### config.mk
export PLATFORM = sky130hd
export DESIGN_NAME = song_reader
export DESIGN_NICKNAME = d
export VERILOG_FILES = /design/src/rtl/song_reader.sv
export SDC_FILE = /design/constraint.sdc
export NUM_CORES = 1
export LEC_CHECK = 0
export CORE_UTILIZATION = 43
export CTS_CLUSTER_SIZE = 10
export DETAILED_ROUTE_END_ITERATION = 10
export PLACE_DENSITY_LB_ADDON = 0.12
export SETUP_SLACK_MARGIN = 0.5
export SLEW_MARGIN = 20
export SYNTH_ARGS = -nofsm -noshare
export SYNTH_HDL_FRONTEND = slang
export SYNTH_SLANG_ARGS = --single-unit
### constraint.sdc
create_clock -name clk_i -period 1.8 [get_ports clk_i]
set_input_delay 0.45 -clock clk_i [delete_from_list [all_inputs] [get_ports clk_i]]
set_output_delay 0.45 -clock clk_i [all_outputs]
set_load 0.01 [all_outputs]
### src/rtl/song_reader.sv
// -----------------------------------------------------------------------------
// song_reader
//
// Walks the note list of the selected song in a synchronous song ROM and times
// each note in beats, presenting the current note to the note player and
// signalling the end of the song with a one-cycle pulse.
//
// Ports
//   clk_i           system clock, all state on the rising edge
//   reset_i         asynchronous, active-high reset
//   play_i          level: 1 = beats advance the song, 0 = paused/frozen
//   reset_player_i  synchronous restart of the current song at index 0
//   song_i          song select (changes only together with reset_player_i)
//   beat_i          one-cycle tick, one per beat
//   rom_addr_o      {song, idx}; combinational from live song_i and idx
//   rom_data_i      {note, duration}; valid the cycle after rom_addr_o
//   note_o          current note; 0 outside PLAYING (code 0 is a timed rest)
//   new_note_o      one-cycle pulse on the first PLAYING cycle of each note
//   song_done_o     one-cycle pulse on song end
//   state_o         current FSM state, for observation only
//
// Handshake contract: there is no valid/ready pair here. A beat counts only when
// play_i && beat_i are both high in PLAYING; any other beat is dropped, never
// queued. The ROM is trusted to return data exactly one cycle after the address.
// -----------------------------------------------------------------------------
module song_reader #(
    parameter int NOTE_W = 6,
    parameter int DUR_W  = 6,
    parameter int IDX_W  = 5
) (
    input  logic                      clk_i,
    input  logic                      reset_i,
    input  logic                      play_i,
    input  logic                      reset_player_i,
    input  logic [1:0]                song_i,
    input  logic                      beat_i,
    output logic [IDX_W+1:0]          rom_addr_o,
    input  logic [NOTE_W+DUR_W-1:0]   rom_data_i,
    output logic [NOTE_W-1:0]         note_o,
    output logic                      new_note_o,
    output logic                      song_done_o,
    output logic [1:0]                state_o
);

    typedef enum logic [1:0] {
        FETCH   = 2'd0,
        LOAD    = 2'd1,
        PLAYING = 2'd2,
        DONE    = 2'd3
    } state_t;

    localparam logic [IDX_W-1:0] IDX_LAST = '1;
    localparam logic [IDX_W-1:0] IDX_ONE  = 1;
    localparam logic [DUR_W-1:0] CNT_ONE  = 1;

    state_t              state_q, state_d;
    logic [IDX_W-1:0]    idx_q, idx_d;
    logic [DUR_W-1:0]    cnt_q, cnt_d;
    logic [NOTE_W-1:0]   note_q, note_d;
    logic                new_note_q, new_note_d;
    logic                song_done_q, song_done_d;

    logic [NOTE_W-1:0]   rom_note;
    logic [DUR_W-1:0]    rom_dur;
    logic                beat_ok;

    assign rom_note = rom_data_i[NOTE_W+DUR_W-1:DUR_W];
    assign rom_dur  = rom_data_i[DUR_W-1:0];
    assign beat_ok  = play_i && beat_i;

    // The address follows the live song select so a restart fetches the new
    // song's first entry in the very next cycle.
    assign rom_addr_o  = {song_i, idx_q};
    assign note_o      = note_q;
    assign new_note_o  = new_note_q;
    assign song_done_o = song_done_q;
    assign state_o     = state_q;

    always_comb begin
        state_d     = state_q;
        idx_d       = idx_q;
        cnt_d       = cnt_q;
        note_d      = note_q;
        new_note_d  = 1'b0;
        song_done_d = 1'b0;

        if (reset_player_i) begin
            // Restart wins over everything, including a note ending this cycle.
            state_d = FETCH;
            idx_d   = '0;
            cnt_d   = '0;
            note_d  = '0;
        end else begin
            case (state_q)
                FETCH: begin
                    // Fetch is not gated by play_i; pausing only freezes beats.
                    state_d = LOAD;
                end
                LOAD: begin
                    if (rom_dur != '0) begin
                        note_d     = rom_note;
                        cnt_d      = rom_dur;
                        new_note_d = 1'b1;
                        state_d    = PLAYING;
                    end else begin
                        // Zero duration marks the end of the song.
                        song_done_d = 1'b1;
                        state_d     = DONE;
                    end
                end
                PLAYING: begin
                    if (beat_ok) begin
                        if (cnt_q == CNT_ONE) begin
                            note_d = '0;
                            cnt_d  = '0;
                            if (idx_q == IDX_LAST) begin
                                // Last slot played: stop, no wrap to index 0.
                                song_done_d = 1'b1;
                                state_d     = DONE;
                            end else begin
                                idx_d   = idx_q + IDX_ONE;
                                state_d = FETCH;
                            end
                        end else begin
                            cnt_d = cnt_q - CNT_ONE;
                        end
                    end
                end
                DONE: begin
                    state_d = DONE;
                end
                default: begin
                    state_d = FETCH;
                end
            endcase
        end
    end

    always_ff @(posedge clk_i or posedge reset_i) begin
        if (reset_i) begin
            state_q     <= FETCH;
            idx_q       <= '0;
            cnt_q       <= '0;
            note_q      <= '0;
            new_note_q  <= 1'b0;
            song_done_q <= 1'b0;
        end else begin
            state_q     <= state_d;
            idx_q       <= idx_d;
            cnt_q       <= cnt_d;
            note_q      <= note_d;
            new_note_q  <= new_note_d;
            song_done_q <= song_done_d;
        end
    end

endmodule

==> results.json, run 1 <==
{
  "synthesis.nets": 167,
  "status": "complete, no violations",
  "ys_seq_area_frac": 0.373,
  "area_delta_synth_final_pct": 63.0,
  "die_area_sq_um": 3510,
  "gp_congestion": 0.842,
  "pwr-share-comb": 0.558,
  "vias": 1311,
  "slew_headroom": 0.725,
  "io_pins": 36,
  "num_antenna_cells": 0,
  "drt_iter0_markers": 27,
  "worst_pin_slew_ns": 0.411,
  "vdd_ir_drop_max_uv": 465,
  "syn_area_sq_um": 1410,
  "crit_chain": "buf_4, buf_6, buf_4, buf_2",
  "cp.depth": 4,
  "async_flop_share": 1.00,
  "cp.required_ns": 1.35,
  "drive_gt1_frac": 0.483,
  "grt_pass1_vias": 1322,
  "cts.clk_slew.worst_paths_ns": 0.12,
  "grt_pass1_wl_mm": 6.03,
  "crit_type": "reg -> out",
  "nets": 239,
  "core_sq_um": 3080,
  "syn_inst": 140,
  "reg2reg_slack_ns": 0.13,
  "hold_viol_final": 0,
  "clock.fmax_mhz": 597,
  "start_util": 0.457,
  "cts_made_buffers": 3,
  "fin_crit_ns": 1.67,
  "hold_class": "in -> async",
  "routed_wl_mm": 3.85,
  "sequentialPowerShare": 0.320,
  "p_sw_w": 0.000765,
  "r2r-start": "idx_q[1]",
  "syn_area_per_cell_sq_um": 10.1,
  "powerDensity_nw_per_um2": 839,
  "place_hpwl_mm": 2.42,
  "synth.distinct_cells": 43,
  "avgViaCountPerCell": 5.14,
  "ctsHoldBuffers": 0,
  "reg2reg_to": "idx_q[3]",
  "std_cell_rows": 20,
  "crit_path_end": "rom_addr_o[1]",
  "synth_warnings": 0,
  "numClockSinks": 21,
  "use_met2": 0.406,
  "internal_power_w": 0.00116,
  "start_kind": "register",
  "arrival_ns": 1.22,
  "finalCritPeriodShare": 0.930,
  "busiest_layer": "met2",
  "pre_cts_slack_ns": -0.299,
  "clockBufferDepth": 2,
  "crit_path_max_fanout": 3,
  "io_buffer_count": 31,
  "drc": 0,
  "end_kind": "output pin",
  "path_delay_family": "buffers and inverters",
  "path_common_cell": "buf_4",
  "startpoint": "idx_q[1]",
  "slowest_delay_ns": 0.41,
  "gr-usage-met1": 0.286,
  "fin_ws_ns": 0.126,
  "grt_use_total": 0.228,
  "crit_buf_inv": 4,
  "synth_enable_flop_cells": 0,
  "drt_pass1_iterations": 4,
  "critPathSlowestCell": "dfrtp_1",
  "rsz0062_at_grt": "yes",
  "grt_max_degree": 17,
  "finalPower_w": 0.00192,
  "cts_tree": "yes",
  "synth-main-ff-cell": "dfrtp_1",
  "ys_ff_latch": 21,
  "wire_per_inst_um": 15.1,
  "fin_util": 0.746,
  "detail-route-antenna-nets": 0,
  "setup_viol": 0,
  "finClkSkew_ns": 0.00146,
  "pwr-share-clk": 0.122,
  "reg2regPathDepth": 8,
  "ctsRootBufferMaster": "clkbuf_4",
  "met3_usage": 0.0284,
  "chipHeight_um": 59.2,
  "grt_antenna_before_repair": 0,
  "chipWidth_um": 59.2,
  "swShare": 0.397,
  "p_leak_nw": 1.06,
  "cap_violations": 0,
  "slew_viol_final": 0,
  "htree_levels": 1,
  "clock_latency_ns": 0.30,
  "grt_overflow": 0
}
==> per-layer routing <==
layer,wire [um],vias up
li1,-,630
met1,1700,644
met2,1950,33
met3,145,4
met4,48,0
met5,0,-
==> cells in the mapped netlist (2+ instances only) <==
library cell / count / area, sq um
o21ai_4: 2 / 32.5
inv_1: 16 / 60.1
a211oi_1: 2 / 15.0
nor3b_1: 3 / 22.5
buf_4: 3 / 22.5
o22ai_1: 2 / 12.5
a21oi_1: 2 / 10.0
nor3_1: 3 / 15.0
o32ai_1: 2 / 17.5
nor4_4: 3 / 63.8
mux2i_1: 10 / 100
dfrtp_1: 21 / 526
nand2b_1: 2 / 12.5
o2bb2ai_1: 3 / 26.3
nor2_1: 12 / 45.0
and3_1: 2 / 12.5
a31oi_1: 3 / 18.8
ha_1: 8 / 100
nor2b_1: 3 / 18.8
xnor2_1: 3 / 26.3
nand2_1: 11 / 41.3
buf_2: 2 / 10.0
nor4_1: 2 / 12.5
==> state kept, by name (all words and copies together), names as in the netlist <==
name	cells
cnt_q	6
note_o	6
idx_q	5
state_o	2
new_note_o	1
song_done_o	1
==> cell type report <==
class                   count  area [sq um]
repair buffers             75           642
clock buffers               4          26.3
inverters                  16          60.1
multi-input cells          95           982
fillers                   218           783
flip-flops and latches     21           529
well taps                  44          55.1
==> how the worst min path moves through the flow <==
stage	startpoint	to
finish	reset_i	note_o[2]
detailed placement	cnt_q[4]	cnt_q[4]
floorplan	reset_i	cnt_q[0]
global route	reset_i	note_o[3]
CTS	reset_i	note_o[2]
global placement	cnt_q[4]	cnt_q[4]
==> per-stage QoR <==
step	TNS (ns)	cell area, sq um	hold slack [ns]	instances
5_1_grt	0	2290	0.345	255
4_1_cts	0	2160	0.335	248
2_1_floorplan	0	1490	0.426	140
3_5_place_dp	-4.04	1890	0.480	221
3_3_place_gp	-3.03	1890	0.467	221
6_report	0	2290	0.339	255
==> cell families (layout without fill, tap and decap cells) <==
logic type / count (synthesis) / in the layout / synth area share
XOR/XNOR: 3 / 3 / 0.0187
flip-flops: 21 / 21 / 0.373
adder cells (fa/ha/maj): 8 / 8 / 0.0711
AND/OR/NAND/NOR: 50 / 50 / 0.228
AO/OA/AOI/OAI: 24 / 24 / 0.157
buffers and inverters: 24 / 95 / 0.0800
multiplexers: 10 / 10 / 0.0711
==> power by group through the flow <==
stage,sequential [W],clock (W),combinational [W]
final,0.000615,0.000235,0.00107
after global routing,0.000624,0.000266,0.00115
after CTS,0.000610,0.000242,0.000970
after detailed placement,0.000632,0,0.000748
after floorplan,0.000639,0,0.000506
after global placement,0.000630,0,0.000738
==> what timing repair did <==
action,in CTS,in global routing
gates resized for setup,90,19
pin swaps,20,13
setup endpoints to repair,36,36
gates cloned,1,0
setup buffers,22,7
==> placed cells by master (no fill, tap or decap), drive strengths merged, types with 4 or more instances in the layout <==
cell type and n:
buf 58, dfrtp 21, inv 16, nor2 12, nand2 11, mux2i 10, clkdlybuf4s50 9, ha 8
nor4 5, dlygate4sd2 4, nor3 4, clkbuf 4, nor3b 4
No activity file was read; power rests on OpenSTA's default activity.
==> run 2, diff against run 1 <==
Settings changed: CAP_MARGIN from default to 20.
Clock period 1.8 ns to 1.4 ns, I/O delays scaled along.
==> run 2 against run 1 <==
Net effect: the run now ends with negative setup slack left; critical path depth grew 2; non-clock buffer count grew 10; sequential power grew 27%; clock power grew 29%; worst setup slack lost 0.49 ns; hold slack gained 0.022 ns; final area grew 4.0%; flip-flop and latch count is the same; total power grew 34%.
==> results.json, run 2 (synthesized netlist as in run 1, its figures left out) <==
{
  "io_pins": 36,
  "vias": 1376,
  "vdd_ir_drop_max_uv": 685,
  "hold_class": "in -> async",
  "start_util": 0.457,
  "arrival_ns": 1.95,
  "grt_pass1_vias": 1472,
  "cap_violations": 0,
  "chipWidth_um": 59.2,
  "powerDensity_nw_per_um2": 1080,
  "end_kind": "register",
  "fin_ws_ns": -0.360,
  "detail-route-antenna-nets": 0,
  "routed_wl_mm": 4.28,
  "clock.fmax_mhz": 568,
  "finalCritPeriodShare": 1.26,
  "p_leak_nw": 1.10,
  "drt_iter0_markers": 49,
  "drt_pass1_iterations": 4,
  "chipHeight_um": 59.2,
  "place_hpwl_mm": 2.71,
  "start_kind": "register",
  "violations": "negative setup slack",
  "tns_ns": -6.05,
  "grt_use_total": 0.256,
  "clock_latency_ns": 0.30,
  "die_area_sq_um": 3510,
  "drive_gt1_frac": 0.538,
  "status": "finished with violations",
  "cp.required_ns": 1.59,
  "std_cell_rows": 20,
  "clockBufferDepth": 2,
  "gp_congestion": 0.884,
  "postPlaceCellArea_sq_um": 2040,
  "cts.clk_slew.worst_paths_ns": 0.13,
  "crit_path_max_fanout": 4,
  "num_antenna_cells": 0,
  "setup_viol": 23,
  "avgViaCountPerCell": 5.19,
  "final_common_cell": "buf_4",
  "worst_pin_slew_ns": 0.342,
  "drc": 0,
  "nets": 249,
  "rsz0062_at_grt": "yes",
  "cts_made_buffers": 3,
  "slew_headroom": 0.771,
  "fin_crit_ns": 1.76,
  "r2r-start": "state_o[1]",
  "final_cell_mix": "38 x buf_4, 23 x buf_6, 19 x dfrtp_1, 13 x inv_1",
  "io_buffer_count": 31,
  "ctsRootBufferMaster": "clkbuf_4",
  "htree_levels": 1,
  "area_delta_synth_final_pct": 69.5,
  "crit_type": "reg -> reg",
  "ctsHoldBuffers": 0,
  "fin_hold_ws_ns": 0.360,
  "grt_max_degree": 22,
  "grt_antenna_before_repair": 0,
  "wire_per_inst_um": 16.2,
  "hold_viol_final": 0,
  "numClockSinks": 21,
  "grt_pass1_wl_mm": 6.72,
  "core_sq_um": 3080,
  "grt_overflow": 0,
  "startpoint": "state_o[1]",
  "slew_viol_final": 0,
  "cts_tree": "yes",
  "fin_area_sq_um": 2390,
  "finClkSkew_ns": 0.00905
}
run 2: path summary, 6_finish.rpt:
kind / depth (start not counted) / slack, ns / to
setup / recovery: 6 / -0.36 / cnt_q[5]
hold / removal: 3 / 0.36 / idx_q[3]
setup reg to reg: 6 / -0.36 / cnt_q[5]
hold reg to reg: 1 / 0.52 / cnt_q[4]
max in group asynchronous: 3 / 0.80 / state_o[1]
min in group clk_i: 4 / 0.49 / cnt_q[3]
run 2: cell type report:
class,instances,area [sq um]
Inverter,16,60.1
Sequential cell,21,528
Multi-Input combinational cell,95,982
Timing Repair Buffer,85,734
Clock buffer,4,26.3
Tap cell,44,55.1
Fill cell,214,692
run 2: critical path: stages (launching register included):
cell and delay (ns):
dfrtp_2 0.43, inv_2 0.06, ha_4 0.16, nor3b_4 0.17, a211oi_4 0.37, o32ai_2 0.14, a221o_1 0.31
run 2: routing by layer:
metal | track usage | vias up | routed length [um]
met5 | 0 | - | 0
met4 | 0.0986 | 0 | 76
met3 | 0.0349 | 10 | 157
met2 | 0.459 | 43 | 2290
met1 | 0.306 | 676 | 1760
li1 | - | 647 | -
run 2: power by group:
part / total (W) / switching, W / internal [W]
logic: 0.00149 / 0.000757 / 0.000734
clock network: 0.000303 / 0.000192 / 0.000111
registers: 0.000778 / 0.0000749 / 0.000703
total: 0.00257 / 0.00102 / 0.00155
run 2: timing repair:
item,CTS,global route
buffers inserted,15,6
resized for setup,117,15
pin swaps,23,12
setup endpoints to repair,36,36
run 2: metrics by stage:
stage | setup WS, ns | cells | power, W | utilization
6_report | -0.360 | 265 | 0.00257 | 0.775
5_1_grt | -0.424 | 265 | 0.00272 | 0.775
4_1_cts | -0.289 | 259 | 0.00246 | 0.741
3_5_place_dp | -0.606 | 240 | 0.00195 | 0.662
3_3_place_gp | -0.522 | 240 | 0.00191 | 0.662
2_1_floorplan | -0.332 | 140 | 0.00147 | -
